[src/rtl/bus_arbiter_if.sv]
// Bundle of the two master request ports plus the single shared bus port
// seen by bus_arbiter. The "slave" modport is the arbiter's view (it serves
// both masters and drives the bus). The "master" modport is the surrounding
// system's view: the two masters and the bus read-data source.
interface bus_arbiter_if;
    // master 0 (CPU MEM stage)
    logic        req0;
    logic        MemRead0;
    logic        MemWrite0;
    logic [31:0] address0;
    logic [31:0] write_data0;
    logic [31:0] read_data0;
    logic        ready0;
    logic        stall0;
    logic        gnt0;

    // master 1 (DMA / loader)
    logic        req1;
    logic        MemRead1;
    logic        MemWrite1;
    logic [31:0] address1;
    logic [31:0] write_data1;
    logic [31:0] read_data1;
    logic        ready1;
    logic        stall1;
    logic        gnt1;

    // single-master bus side
    logic        bus_MemRead;
    logic        bus_MemWrite;
    logic [31:0] bus_address;
    logic [31:0] bus_write_data;
    logic [31:0] bus_read_data;

    modport slave (
        input  req0, MemRead0, MemWrite0, address0, write_data0,
        input  req1, MemRead1, MemWrite1, address1, write_data1,
        input  bus_read_data,
        output read_data0, ready0, stall0, gnt0,
        output read_data1, ready1, stall1, gnt1,
        output bus_MemRead, bus_MemWrite, bus_address, bus_write_data
    );

    modport master (
        output req0, MemRead0, MemWrite0, address0, write_data0,
        output req1, MemRead1, MemWrite1, address1, write_data1,
        output bus_read_data,
        input  read_data0, ready0, stall0, gnt0,
        input  read_data1, ready1, stall1, gnt1,
        input  bus_MemRead, bus_MemWrite, bus_address, bus_write_data
    );
endinterface

[src/rtl/bus_arbiter.sv]
// bus_arbiter: two-master round-robin arbiter in front of the memory-mapped
// bus. Grants are registered (request in cycle N -> grant in N+1); the bus
// side is a combinational mux of the owner's signals, active only while the
// owner still requests (a "beat"). Switching owners never inserts an idle
// bubble.
//
// Optional feature, macro BUS_ARB_BURST_LIMIT_EN:
//   defined   - an owner is pre-empted after MAX_BURST consecutive granted
//               cycles if the other master is requesting.
//   undefined - an owner keeps the grant while its req stays high; the burst
//               counter is not built.
module bus_arbiter #(
    parameter int MAX_BURST = 8,
    parameter int CNT_WIDTH = 4
) (
    input  logic          clk,
    input  logic          reset,
    bus_arbiter_if.slave  bus
);

    // MAX_BURST must fit the saturating counter and be at least one cycle.
    if ((MAX_BURST < 32'sd1) || (MAX_BURST > ((32'sd1 <<< CNT_WIDTH) - 32'sd1))) begin : g_bad_max_burst
        $error("bus_arbiter: MAX_BURST out of range for CNT_WIDTH");
    end

    typedef enum logic [1:0] {
        IDLE = 2'b00,
        OWN0 = 2'b01,
        OWN1 = 2'b10
    } state_t;

    state_t state_r;
    logic   gnt0_r;
    logic   gnt1_r;
    logic   rr_ptr_r;    // 0: master 0 wins a tie from IDLE, 1: master 1 wins
    logic   hold_s;      // current owner keeps the bus at this edge
    logic   preempt_s;   // owner has used up its burst allowance
    logic   beat0_s;
    logic   beat1_s;

`ifdef BUS_ARB_BURST_LIMIT_EN
    localparam logic [CNT_WIDTH-1:0] BURST_LAST = CNT_WIDTH'(MAX_BURST - 32'sd1);

    logic [CNT_WIDTH-1:0] burst_cnt_r;

    // Saturating count of extra cycles the current owner has held the bus.
    always_ff @(posedge clk) begin
        if (reset) begin
            burst_cnt_r <= '0;
        end else if (hold_s) begin
            if (burst_cnt_r != BURST_LAST) begin
                burst_cnt_r <= burst_cnt_r + CNT_WIDTH'(1);
            end else begin
                burst_cnt_r <= burst_cnt_r;
            end
        end else begin
            burst_cnt_r <= '0;
        end
    end

    assign preempt_s = (burst_cnt_r == BURST_LAST);
`else
    assign preempt_s = 1'b0;
`endif

    // Decide whether the current owner keeps the grant across this edge.
    always_comb begin
        hold_s = 1'b0;
        case (state_r)
            OWN0:    hold_s = bus.req0 & ~(bus.req1 & preempt_s);
            OWN1:    hold_s = bus.req1 & ~(bus.req0 & preempt_s);
            default: hold_s = 1'b0;
        endcase
    end

    // Ownership FSM with registered grants and round-robin pointer.
    always_ff @(posedge clk) begin
        if (reset) begin
            state_r  <= IDLE;
            gnt0_r   <= 1'b0;
            gnt1_r   <= 1'b0;
            rr_ptr_r <= 1'b0;
        end else begin
            case (state_r)
                IDLE: begin
                    if (bus.req0 && (!bus.req1 || !rr_ptr_r)) begin
                        state_r  <= OWN0;
                        gnt0_r   <= 1'b1;
                        gnt1_r   <= 1'b0;
                        rr_ptr_r <= 1'b1;
                    end else if (bus.req1) begin
                        state_r  <= OWN1;
                        gnt0_r   <= 1'b0;
                        gnt1_r   <= 1'b1;
                        rr_ptr_r <= 1'b0;
                    end else begin
                        state_r  <= IDLE;
                        gnt0_r   <= 1'b0;
                        gnt1_r   <= 1'b0;
                    end
                end
                OWN0: begin
                    if (hold_s) begin
                        state_r <= OWN0;
                    end else if (bus.req1) begin
                        state_r  <= OWN1;
                        gnt0_r   <= 1'b0;
                        gnt1_r   <= 1'b1;
                        rr_ptr_r <= 1'b0;
                    end else begin
                        state_r <= IDLE;
                        gnt0_r  <= 1'b0;
                        gnt1_r  <= 1'b0;
                    end
                end
                OWN1: begin
                    if (hold_s) begin
                        state_r <= OWN1;
                    end else if (bus.req0) begin
                        state_r  <= OWN0;
                        gnt0_r   <= 1'b1;
                        gnt1_r   <= 1'b0;
                        rr_ptr_r <= 1'b1;
                    end else begin
                        state_r <= IDLE;
                        gnt0_r  <= 1'b0;
                        gnt1_r  <= 1'b0;
                    end
                end
                default: begin
                    state_r <= IDLE;
                    gnt0_r  <= 1'b0;
                    gnt1_r  <= 1'b0;
                end
            endcase
        end
    end

    // A beat is a granted cycle in which the owner still requests; reset
    // suppresses it so no strobe reaches the bus in a reset cycle.
    assign beat0_s = gnt0_r & bus.req0 & ~reset;
    assign beat1_s = gnt1_r & bus.req1 & ~reset;

    assign bus.gnt0   = gnt0_r;
    assign bus.gnt1   = gnt1_r;
    assign bus.ready0 = beat0_s;
    assign bus.ready1 = beat1_s;
    assign bus.stall0 = bus.req0 & ~gnt0_r & ~reset;
    assign bus.stall1 = bus.req1 & ~gnt1_r & ~reset;

    // Forward the beat owner's access to the bus; all zero otherwise.
    always_comb begin
        bus.bus_MemRead    = 1'b0;
        bus.bus_MemWrite   = 1'b0;
        bus.bus_address    = 32'h0000_0000;
        bus.bus_write_data = 32'h0000_0000;
        if (beat0_s) begin
            bus.bus_MemRead    = bus.MemRead0;
            bus.bus_MemWrite   = bus.MemWrite0;
            bus.bus_address    = bus.address0;
            bus.bus_write_data = bus.write_data0;
        end else if (beat1_s) begin
            bus.bus_MemRead    = bus.MemRead1;
            bus.bus_MemWrite   = bus.MemWrite1;
            bus.bus_address    = bus.address1;
            bus.bus_write_data = bus.write_data1;
        end else begin
            bus.bus_MemRead    = 1'b0;
            bus.bus_MemWrite   = 1'b0;
            bus.bus_address    = 32'h0000_0000;
            bus.bus_write_data = 32'h0000_0000;
        end
    end

    // Return read data only to the master whose beat is active.
    always_comb begin
        bus.read_data0 = 32'h0000_0000;
        bus.read_data1 = 32'h0000_0000;
        if (beat0_s) begin
            bus.read_data0 = bus.bus_read_data;
        end else if (beat1_s) begin
            bus.read_data1 = bus.bus_read_data;
        end else begin
            bus.read_data0 = 32'h0000_0000;
            bus.read_data1 = 32'h0000_0000;
        end
    end

endmodule

[src/flat_wrapper.sv]
// flat-port wrapper written by rule: the top's interface ports become plain ports
module bus_arbiter_flat 
#(
    parameter int MAX_BURST = 8,
    parameter int CNT_WIDTH = 4
)
  (clk, reset, bus_req0, bus_MemRead0, bus_MemWrite0, bus_address0, bus_write_data0, bus_req1, bus_MemRead1, bus_MemWrite1, bus_address1, bus_write_data1, bus_bus_read_data, bus_read_data0, bus_ready0, bus_stall0, bus_gnt0, bus_read_data1, bus_ready1, bus_stall1, bus_gnt1, bus_bus_MemRead, bus_bus_MemWrite, bus_bus_address, bus_bus_write_data);
  bus_arbiter_if bus_i ();
  input  logic clk;
  input  logic reset;
  input wire logic [$bits(bus_i.req0)-1:0] bus_req0;
  input wire logic [$bits(bus_i.MemRead0)-1:0] bus_MemRead0;
  input wire logic [$bits(bus_i.MemWrite0)-1:0] bus_MemWrite0;
  input wire logic [$bits(bus_i.address0)-1:0] bus_address0;
  input wire logic [$bits(bus_i.write_data0)-1:0] bus_write_data0;
  input wire logic [$bits(bus_i.req1)-1:0] bus_req1;
  input wire logic [$bits(bus_i.MemRead1)-1:0] bus_MemRead1;
  input wire logic [$bits(bus_i.MemWrite1)-1:0] bus_MemWrite1;
  input wire logic [$bits(bus_i.address1)-1:0] bus_address1;
  input wire logic [$bits(bus_i.write_data1)-1:0] bus_write_data1;
  input wire logic [$bits(bus_i.bus_read_data)-1:0] bus_bus_read_data;
  output wire logic [$bits(bus_i.read_data0)-1:0] bus_read_data0;
  output wire logic [$bits(bus_i.ready0)-1:0] bus_ready0;
  output wire logic [$bits(bus_i.stall0)-1:0] bus_stall0;
  output wire logic [$bits(bus_i.gnt0)-1:0] bus_gnt0;
  output wire logic [$bits(bus_i.read_data1)-1:0] bus_read_data1;
  output wire logic [$bits(bus_i.ready1)-1:0] bus_ready1;
  output wire logic [$bits(bus_i.stall1)-1:0] bus_stall1;
  output wire logic [$bits(bus_i.gnt1)-1:0] bus_gnt1;
  output wire logic [$bits(bus_i.bus_MemRead)-1:0] bus_bus_MemRead;
  output wire logic [$bits(bus_i.bus_MemWrite)-1:0] bus_bus_MemWrite;
  output wire logic [$bits(bus_i.bus_address)-1:0] bus_bus_address;
  output wire logic [$bits(bus_i.bus_write_data)-1:0] bus_bus_write_data;
  assign bus_i.req0 = bus_req0;
  assign bus_i.MemRead0 = bus_MemRead0;
  assign bus_i.MemWrite0 = bus_MemWrite0;
  assign bus_i.address0 = bus_address0;
  assign bus_i.write_data0 = bus_write_data0;
  assign bus_i.req1 = bus_req1;
  assign bus_i.MemRead1 = bus_MemRead1;
  assign bus_i.MemWrite1 = bus_MemWrite1;
  assign bus_i.address1 = bus_address1;
  assign bus_i.write_data1 = bus_write_data1;
  assign bus_i.bus_read_data = bus_bus_read_data;
  assign bus_read_data0 = bus_i.read_data0;
  assign bus_ready0 = bus_i.ready0;
  assign bus_stall0 = bus_i.stall0;
  assign bus_gnt0 = bus_i.gnt0;
  assign bus_read_data1 = bus_i.read_data1;
  assign bus_ready1 = bus_i.ready1;
  assign bus_stall1 = bus_i.stall1;
  assign bus_gnt1 = bus_i.gnt1;
  assign bus_bus_MemRead = bus_i.bus_MemRead;
  assign bus_bus_MemWrite = bus_i.bus_MemWrite;
  assign bus_bus_address = bus_i.bus_address;
  assign bus_bus_write_data = bus_i.bus_write_data;
  bus_arbiter #(.MAX_BURST(MAX_BURST), .CNT_WIDTH(CNT_WIDTH)) u_core (.clk(clk), .reset(reset), .bus(bus_i));
endmodule
[config.mk]
export PLATFORM = sky130hd
export DESIGN_NAME = bus_arbiter_flat
export DESIGN_NICKNAME = d
export VERILOG_FILES = /design/src/rtl/bus_arbiter_if.sv /design/src/rtl/bus_arbiter.sv /design/src/flat_wrapper.sv
export SDC_FILE = /design/constraint.sdc
export NUM_CORES = 1
export LEC_CHECK = 0
export ABC_CLOCK_PERIOD_IN_PS = 2100
export CAP_MARGIN = 0
export CORE_AREA = 2 2 117 119
export DETAILED_ROUTE_END_ITERATION = 12
export DIE_AREA = 0 0 119 121
export DONT_BUFFER_PORTS = 1
export MAX_ROUTING_LAYER = met4
export PLACE_DENSITY = 0.34
export SYNTH_ARGS = -nofsm -noshare
export SYNTH_HDL_FRONTEND = slang
export SYNTH_SLANG_ARGS = --single-unit
[constraint.sdc]
create_clock -name clk -period 2.1 [get_ports clk]
set_clock_uncertainty 0.05 [all_clocks]
set_input_delay 0.21 -clock clk [delete_from_list [all_inputs] [get_ports clk]]
set_output_delay 0.21 -clock clk [all_outputs]
set_load 0.05 [all_outputs]
After elaboration in Yosys (flattened, before gate mapping). Cells that the tools add are included.

Flip-flop bits (word level): 5. Input bits: 168. Output and inout bits: 136. Logic and storage cells: 61.

Equal/unequal tests: 5. Mux-type cells: 33. Bitwise gates (word level): 11. Reduce and logical (&&, ||, !) cells: 8.

Operators with widths (count): $mux W32 (7); $mux W1 (17); $pmux W1 S3 (3); $and A1 B1 Y1 (8); $mux W2 (4); $ne A2 B2 Y1 const B (3); $pmux W2 S3 (1); $reduce_and A4 Y1 (1); $not A1 Y1 (3); $reduce_bool A3 Y1 (1); $eq A2 B1 Y1 const B (1); $eq A2 B2 Y1 const B (1); $logic_not A1 Y1 (2); $logic_not A2 Y1 (1); $pmux W1 S2 (1); $reduce_and A2 Y1 (1); $logic_and A1 B1 Y1 (1); $logic_or A1 B1 Y1 (1).

Logic depth before layout (Yosys ltp). Gate-level depths: netlist of run 1.

Word-level depth: 5. Mapped depth: 6. Depth with buffers taken out: 6.

Worst setup path after synthesis of run 1. Ideal clock, no wire load.

Path kind: flip-flop to output port. Start: reg u_core.gnt1_r (netlist: u_core.bus.gnt1). End: out bus_bus_write_data[13]. Data arrival time: 2231 ps. Required time: 1840 ps. Path slack: -391 ps. Stages on the path, launching flop included: 6. Path buffers: 2. Cell sequence: dfxtp_1 and3b_1 a21boi_4 buf_6 buf_6 a22o_1.

Cells in the longest elaborated chain, start to end: 4.

Ends and longest elaborated chain: from (decl) (line bus_arbiter.sv:34) `logic gnt1_r;`; from (signal assigned) (line bus_arbiter.sv:81) `gnt1_r <= 1'b0;`; from (signal assigned) (line bus_arbiter.sv:89) `gnt1_r <= 1'b0;`; from (signal assigned) (line bus_arbiter.sv:94) `gnt1_r <= 1'b1;`; $and A1 B1 Y1 (2 in a row) (line bus_arbiter.sv:142) `assign beat1_s = gnt1_r & bus.req1 & ~reset;`; net bus_ready1 (line flat_wrapper.sv:27) `output wire logic [$bits(bus_i.ready1)-1:0] bus_ready1;`; $mux W32 (line bus_arbiter.sv:162) `end else if (beat1_s) begin`; $mux W32 (line bus_arbiter.sv:157) `if (beat0_s) begin`; to (decl) (line flat_wrapper.sv:33) `output wire logic [$bits(bus_i.bus_write_data)-1:0] bus_bus_write_data;`.

The timed path passes the listed nets, and every way through them passes these cells.

Worst setup path in the final report of run 1.
Start: reg u_core.gnt1_r (netlist: u_core.bus.gnt1). End: out bus_bus_address[0].

Cells in the longest elaborated chain, start to end: 4.

Ends and longest elaborated chain: $and A1 B1 Y1 (2 in a row) (line bus_arbiter.sv:142); $mux W32 (line bus_arbiter.sv:162); $mux W32 (line bus_arbiter.sv:157); to (decl) (line flat_wrapper.sv:32) `output wire logic [$bits(bus_i.bus_address)-1:0] bus_bus_address;`.

Every way passes these cells.

==> results of run 1 <==
## per-stage QoR
| stage | hold WS (ps) | worst slack, ps | total power (W) | instance area (sq um) |
|---|---|---|---|---|
| final | 2.685 | 124.8 | 0.001193 | 2907 |
| after global routing | 7.061 | 38.00 | 0.001239 | 2907 |
| after CTS | 2.910 | 121.3 | 0.001203 | 2907 |
| after detailed placement | 230.4 | 380.2 | 0.0008725 | 2818 |
| after global placement | 233.8 | 435.1 | 0.0008690 | 2818 |
| after floorplan | 340.0 | -44.81 | 0.0006697 | 1595 |
## worst paths after layout
kind | to | from | slack (ps) | depth (start not counted)
worst min register to register | u_core.rr_ptr_r | u_core.rr_ptr_r | 540 | 2
worst min-delay path | u_core.bus.gnt1 | reset | 3 | 1
worst max register to register | u_core.rr_ptr_r | u_core.state_r[0] | 410 | 6
worst max-delay path | bus_bus_address[0] | u_core.bus.gnt1 | 120 | 5
## Yosys cell counts, types with 2 or more instances
cell type	instances	area, sq um
a211oi_1	3	22.52
nor3b_1	2	15.01
buf_6	3	33.78
nor2_1	5	18.77
a22o_1	67	586.8
dfxtp_1	5	100.1
a311oi_1	2	17.52
buf_2	13	65.06
clkbuf_1	4	15.01
buf_4	2	15.01
a21oi_1	5	25.02
and2_1	64	400.4
nand2_1	3	11.26
inv_1	4	15.01
ha_1	5	62.56
## routing by layer
layer  up-vias  part of all wire [%]  track usage, %
li1        829                     -               -
met1       852                    40           11.86
met2       159                    51           15.98
met3         0                   8.2           1.363
met4         0                     0           1.116
met5         -                     0               -
## area by class of cell
type                    instances  area [sq um]  area share, %
inverters                       5         18.77         0.6457
flip-flops and latches          5         102.6          3.530
well taps                     176         220.2          7.576
multi-input cells             165          1355          46.62
repair buffers                 67          1131          38.91
clock buffers                   4         78.83          2.712
## power by group
part           internal, W  switching [W]  total, W  leakage, nW
registers         0.000111      0.0000113  0.000122       0.0420
clock network     0.000252      0.0000686  0.000321       0.0382
logic             0.000255       0.000495  0.000750         1.09
total             0.000618       0.000575   0.00119         1.17
## sequential cells by signal, summed over array words and instances (netlist names)
signal / cells
u_core.state_r: 2
u_core.bus.gnt0: 1
u_core.bus.gnt1: 1
u_core.rr_ptr_r: 1
## worst max-delay path: stages, from the launching register on
cell and delay [ps]:
dfxtp_2 310, and3b_2 200, a21boi_4 200, buf_12 330
a22o_1 250, buf_12 150
## kinds of logic after synthesis
kind of cell,after synthesis
DFF,5
AOI/OAI and AO/OA,81
and+or+nand+nor,79
buffers and inverters,27
adders and majority gates,5
## what timing repair did
| item | 4_1_cts | 5_1_grt |
|---|---|---|
| endpoints found under the hold margin | 1 | 0 |
| hold buffers | 1 | 0 |
| buffers inserted | 0 | 0 |
==> out/results.env, run 1 <==
COUNT_OF_TRITONROUTE_ITERATIONS_IN_THE_FIRST_ROUTING_PASS=4
YOSYS_WARNINGS=0
ANTENNA_FOUND_INITIAL=0
END_KIND='output port'
CTS.ROOT.BUFFER_CELL='clkbuf_16'
ANTENNA-DIODE-COUNT=0
FINAL.PERIOD_UTILIZATION_PCT=94.06
IO_BUFFERS=0
DETAILROUTE.VIA_COUNT=1840
RSZ0062_AT_GRT='no'
DIE_AREA_SQ_MM=0.01440
PLACE.DETAILED.INSTANCES=417
SYNTH-EDFF-COUNT=0
CLKSLEWWORSTSETUPHOLDPATHS_PS=40
POST_DRT_WL_PER_CELL_UM=17.86
MAX_SLEW.WORST_PIN.SLEW_PS=378.6
GR-USAGE-ALL-LAYERS_PCT=9.270
ROUTABILITYCONGESTION=0.8628
LAYOUT-AREA-OVERHEAD-VS-SYNTH_PCT=96.37
FINALWIRELENGTH_UM=7536
FINALHOLDVIOLATIONS=0
WORST_SETUP_PATH_START_KIND='flop'
TIMING.MAX_CAP.VIOLATIONS=0
CTS_REPAIR_RESIZE_COUNT=0
FILL_CELLS=1394
TRITONCTS='done'
IR_WORST_VDD_V=0.0003633
SYNTH_FLOP_TYPE='dfxtp_1'
CLOCK_TREE.HTREE_LEVEL_COUNT=1
INSERTION_DELAY_PS=230
REQUIRED_PS=1840
GRT.OVERFLOW.TOTAL=0
MAX_FREQ_GHz=0.5063
NUMBER_OF_GLOBAL_ROUTE_VIAS_BEFORE_REPAIR=1703
FP.COREAREA_SQ_MM=0.01309
POSTSYNTHNETCOUNT=370
FIN_NETS=420
RESULT_OF_THE_RUN='complete, no violations'
ANTENNA_LEFT=0
CTS.PATH.MAX_BUFFERS=2
DIEHEIGHT_UM=121
FINAL_CELL_MIX='57 x a22o_2, 50 x buf_12, 32 x and2_1, 32 x and2_2, 16 x buf_4'
NETLIST-CELL-TYPE-COUNT=25
CRIT_ARRIVAL_PS=1720
TIMING_WORST_SETUP_PATH_TYPE='reg -> out'
NETLIST_INSTANCES=197
POST_DRT_VIA_CELL_RATIO=4.360
AVGSYNTHCELLAREA_SQ_UM=7.514
FLOORPLAN.ROWS=42
FINAL.SETUP.TNS_PS=0
LARGEST_NET_DEGREE_AT_THE_START_OF_GLOBAL_ROUTING=99
SYNTH.MUX.AREA_FRACTION_PCT=0
GRT_PASS1_WL_UM=10160
NETLIST_AREA_SQ_MM=0.001480
UTILIZATION_PCT=22.21
POST_ROUTE_CELLS_DRIVE_ABOVE_1_SHARE_PCT=67.07
FINALWORSTPATHREQUIREDPERIOD_PS=1975
POSTSYNTHREGISTERBITS=5
SYNTH_TOP_FAMILY_BY_AREA='compound AO/OA/AOI/OAI gates'
FINAL_CELLS=422
FINALSETUPVIOLATIONS=0
HOLDCRITPATHCLASS='in -> reg'
DRC_ERRORS=0
DIE_WIDTH_UM=119
SYNTH-SIMPLE-AREA-SHARE_PCT=32.21
P_LEAK_nW=1.167
WORSTPATHMAXFANOUT=98
DRTITER0DRC=61
FINALMAXSLEWVIOLATIONS=0
SYNTHADDERAREAFRAC_PCT=4.227
CTS_BUFFERS=3
AREA_FRACTION_IN_COMPOUND_GATES_AFTER_SYNTHESIS_PCT=46.83
ASYNC_FLOP_SHARE_PCT=0
CLKSINKCOUNT=5
YS_SEQ_AREA_SHARE_PCT=6.762
DESIGN.PORTCOUNT=304
PLACE_HPWL_UM=6342
POWER.DENSITY_CELL_AREA_mW_PER_MM2=410.6
SYNTHXORXNORAREAFRAC_PCT=0
SLEW_HEADROOM_PCT=74.65
INITIAL_UTIL_PCT=11.31
LAYOUT_COMMONEST_CELL='a22o_2'
No activity file was read; power rests on OpenSTA's default activity.
==> run 2, diff against run 1 <==
Settings changed: MAX_ROUTING_LAYER met4 to default, TNS_END_PERCENT from default to 5.
==> run 2 against run 1 <==
Net effect:
- clock power about the same
- count of clock-buffer cells in the layout stayed put
- sequential share of layout area decreased by 1.2 points
- die area stayed put
- combinational power increased by 30%
- global-route usage rose by 2.5 points
- non-clock buffer count increased by 73
- final cell count grew 18%
- final area rose by 51%
==> out/results.env, run 2 (synthesis results as in run 1) <==
DETAILROUTE.VIA_COUNT=2105  # +14%
WORST_SETUP_PATH_START_KIND='flop'
POST_DRT_WL_PER_CELL_UM=19.04  # +6.6%
FINAL.PERIOD_UTILIZATION_PCT=91.65  # -2.4 points
GRT.OVERFLOW.TOTAL=0  # unchanged
END_KIND='output port'
FINALWIRELENGTH_UM=9446  # +25%
REGMOSTFLOPS='u_core.state_r'
POST_DRT_VIA_CELL_RATIO=4.244  # -2.7%
FIN_NETS=493  # +17%
FILL_CELLS=1277  # -8.4%
FINISH.INSTANCE_AREA_SQ_MM=0.004382  # +51%
POWER.DENSITY_CELL_AREA_mW_PER_MM2=322.7  # -21%
ROUTABILITYCONGESTION=0.8344  # -3.3%
TIMING.CRITICAL_PATH.MODE_CELL='buf_12'
RESULT_OF_THE_RUN='complete, no violations'
MAXUSEDROUTINGLAYER='met4'
MULTIINPUTGATEAREA_SQ_MM=0.001254  # -7.5%
TRITONCTS='done'
INITIAL_UTIL_PCT=11.31  # unchanged
CRIT_ARRIVAL_PS=1660  # -60 ps
WORSTPATHMAXFANOUT=53  # -46%
LAYOUT_COMMONEST_CELL='buf_12'
CLKSLEWWORSTSETUPHOLDPATHS_PS=30  # about the same
NUMBER_OF_GLOBAL_ROUTE_VIAS_BEFORE_REPAIR=2120  # +24%
HOLDCRITPATHCLASS='in -> reg'
MET2_WIRELENGTH_UM=5206  # +34%
CTS_BUFFERS=3  # unchanged
CLOCK_TREE.HTREE_LEVEL_COUNT=1  # unchanged
FINALMAXSLEWVIOLATIONS=0  # unchanged
TIMING_WORST_SETUP_PATH_TYPE='reg -> out'
FINALWORSTPATHREQUIREDPERIOD_PS=1925  # -50.59 ps
FINAL_CELLS=496  # +18%
RSZ0062_AT_GRT='no'
IR_WORST_VDD_V=0.0003383  # -6.9%
LARGEST_NET_DEGREE_AT_THE_START_OF_GLOBAL_ROUTING=55  # -44%
DRTITER0DRC=72  # +18%
GRT_PASS1_WL_UM=13260  # +31%
DRC_ERRORS=0  # unchanged
DR_WL_MET3_UM=869  # +41%
P_LEAK_nW=1.737  # +49%
REGAREA_SQ_UM=102.6  # unchanged
FINALSETUPVIOLATIONS=0  # unchanged
FP.COREAREA_SQ_MM=0.01309  # unchanged
INSERTION_DELAY_PS=230  # about the same
MAX_SLEW.WORST_PIN.SLEW_PS=372.2  # -6.428 ps
FINAL_CELL_MIX='132 x buf_12, 64 x and2_1, 63 x a22o_1'
PLACE_HPWL_UM=8250  # +30%
CRITICAL_PATH.N_BUFFERS_INVERTERS=2  # unchanged
FLOORPLAN.ROWS=42  # unchanged
IO_BUFFERS=0  # unchanged
POST_ROUTE_CELLS_DRIVE_ABOVE_1_SHARE_PCT=48.28  # -19 points
DIEHEIGHT_UM=121  # unchanged
CRIT_PATH_TOP_DELAY_CELL='nor3b_2'
FINALHOLDVIOLATIONS=0  # unchanged
ANTENNA_FOUND_INITIAL=1  # +1
ANTENNA_LEFT=0  # unchanged
CRIT_CHAIN='nor3b_2 > buf_12 > a22o_1 > buf_12'
TIMING.MAX_CAP.VIOLATIONS=0  # unchanged
REQUIRED_PS=1840  # about the same
TIMING.CRITICAL_PATH.SLOWEST_CELL_DELAY_PS=340  # about the same
SLEW_HEADROOM_PCT=75.08  # +0.43 points
DPL-INSTANCE-AREA_SQ_MM=0.004290  # +52%
DIE_WIDTH_UM=119  # unchanged
COUNT_OF_TRITONROUTE_ITERATIONS_IN_THE_FIRST_ROUTING_PASS=4  # unchanged
DESIGN.PORTCOUNT=304  # unchanged
DIE_AREA_SQ_MM=0.01440  # unchanged
CLKSINKCOUNT=5  # unchanged
TIMING.CRITICAL_PATH.MAX_DELAY_FAMILY='buffers and inverters'
FIN_TOTAL_PWR_W=0.001414  # +18%
HOLD_SLACK_PS=110.4  # +107.7 ps
MAX_FREQ_GHz=0.5196  # +2.6%
DRT-MET1-WL_UM=3337  # +9.7%
GR-USAGE-ALL-LAYERS_PCT=11.82  # +2.5 points
CTS.ROOT.BUFFER_CELL='clkbuf_16'
PLACE.DETAILED.INSTANCES=490  # +18%
LARGEST_REG_FLOPS=2  # unchanged
LAYOUT-AREA-OVERHEAD-VS-SYNTH_PCT=196.0
CTS.PATH.MAX_BUFFERS=2  # unchanged
FINAL.SETUP.TNS_PS=0  # unchanged
[run 2: cell count changes in the layout (fill, tap and decap cells not counted), sizes merged]
| cell | previous run | this run |
|---|---|---|
| diode | 0 | 1 |
| buf | 66 | 139 |
[run 2: worst reg2reg max path: cells and delay by family (launching register included)]
family / cells / cell delay (ps)
compound gates: 1 / 240
simple gates: 2 / 440
fa+ha+maj: 1 / 380
buf+inv: 1 / 80
flops: 1 / 350
[run 2: where the power goes]
part,internal [W],switching [W]
clock,0.000252,0.0000688
combinational,0.000430,0.000542
sequential,0.000111,0.00000982
total,0.000793,0.000621
[run 2: metal layers]
| layer | up-vias | GRT usage, % |
|---|---|---|
| met1 | 982 | 12.94 |
| met2 | 146 | 22.63 |
| li1 | 973 | - |
| met5 | - | 0 |
| met4 | 0 | 1.860 |
| met3 | 4 | 3.618 |
[run 2: worst paths after layout]
check / from / endpoint / slack [ps] / cells past startpoint
max reg2reg: u_core.state_r[0] / u_core.state_r[0] / 440 / 5
min reg2reg: u_core.rr_ptr_r / u_core.rr_ptr_r / 500 / 2
max: u_core.bus.gnt0 / bus_bus_write_data[2] / 180 / 4
min: reset / u_core.state_r[0] / 110 / 2
[run 2: final cells by class]
| cell class | count | area share, % |
|---|---|---|
| repair buffers | 140 | 61.74 |
| multi-input cells | 165 | 28.61 |
| well taps | 176 | 5.026 |
| flip-flops and latches | 5 | 2.342 |
| clock buffers | 4 | 1.799 |
| inverters | 5 | 0.4283 |
| diodes | 1 | 0.05711 |
[run 2: what timing repair did]
item | CTS | global route
hold endpoints to repair | 3 | 0
setup buffers | 0 | 0
setup endpoints to repair | 0 | 0
resized for setup | 0 | 0
hold buffers | 1 | 0
[run 2: stage by stage]
stage | worst slack, ps | utilization (%)
final | 175.4 | 33.49
after CTS | 167.7 | 33.47
after global routing | 87.12 | 33.49
after global placement | 432.1 | 32.79
after detailed placement | 429.3 | 32.79
after floorplan | -44.81 | -
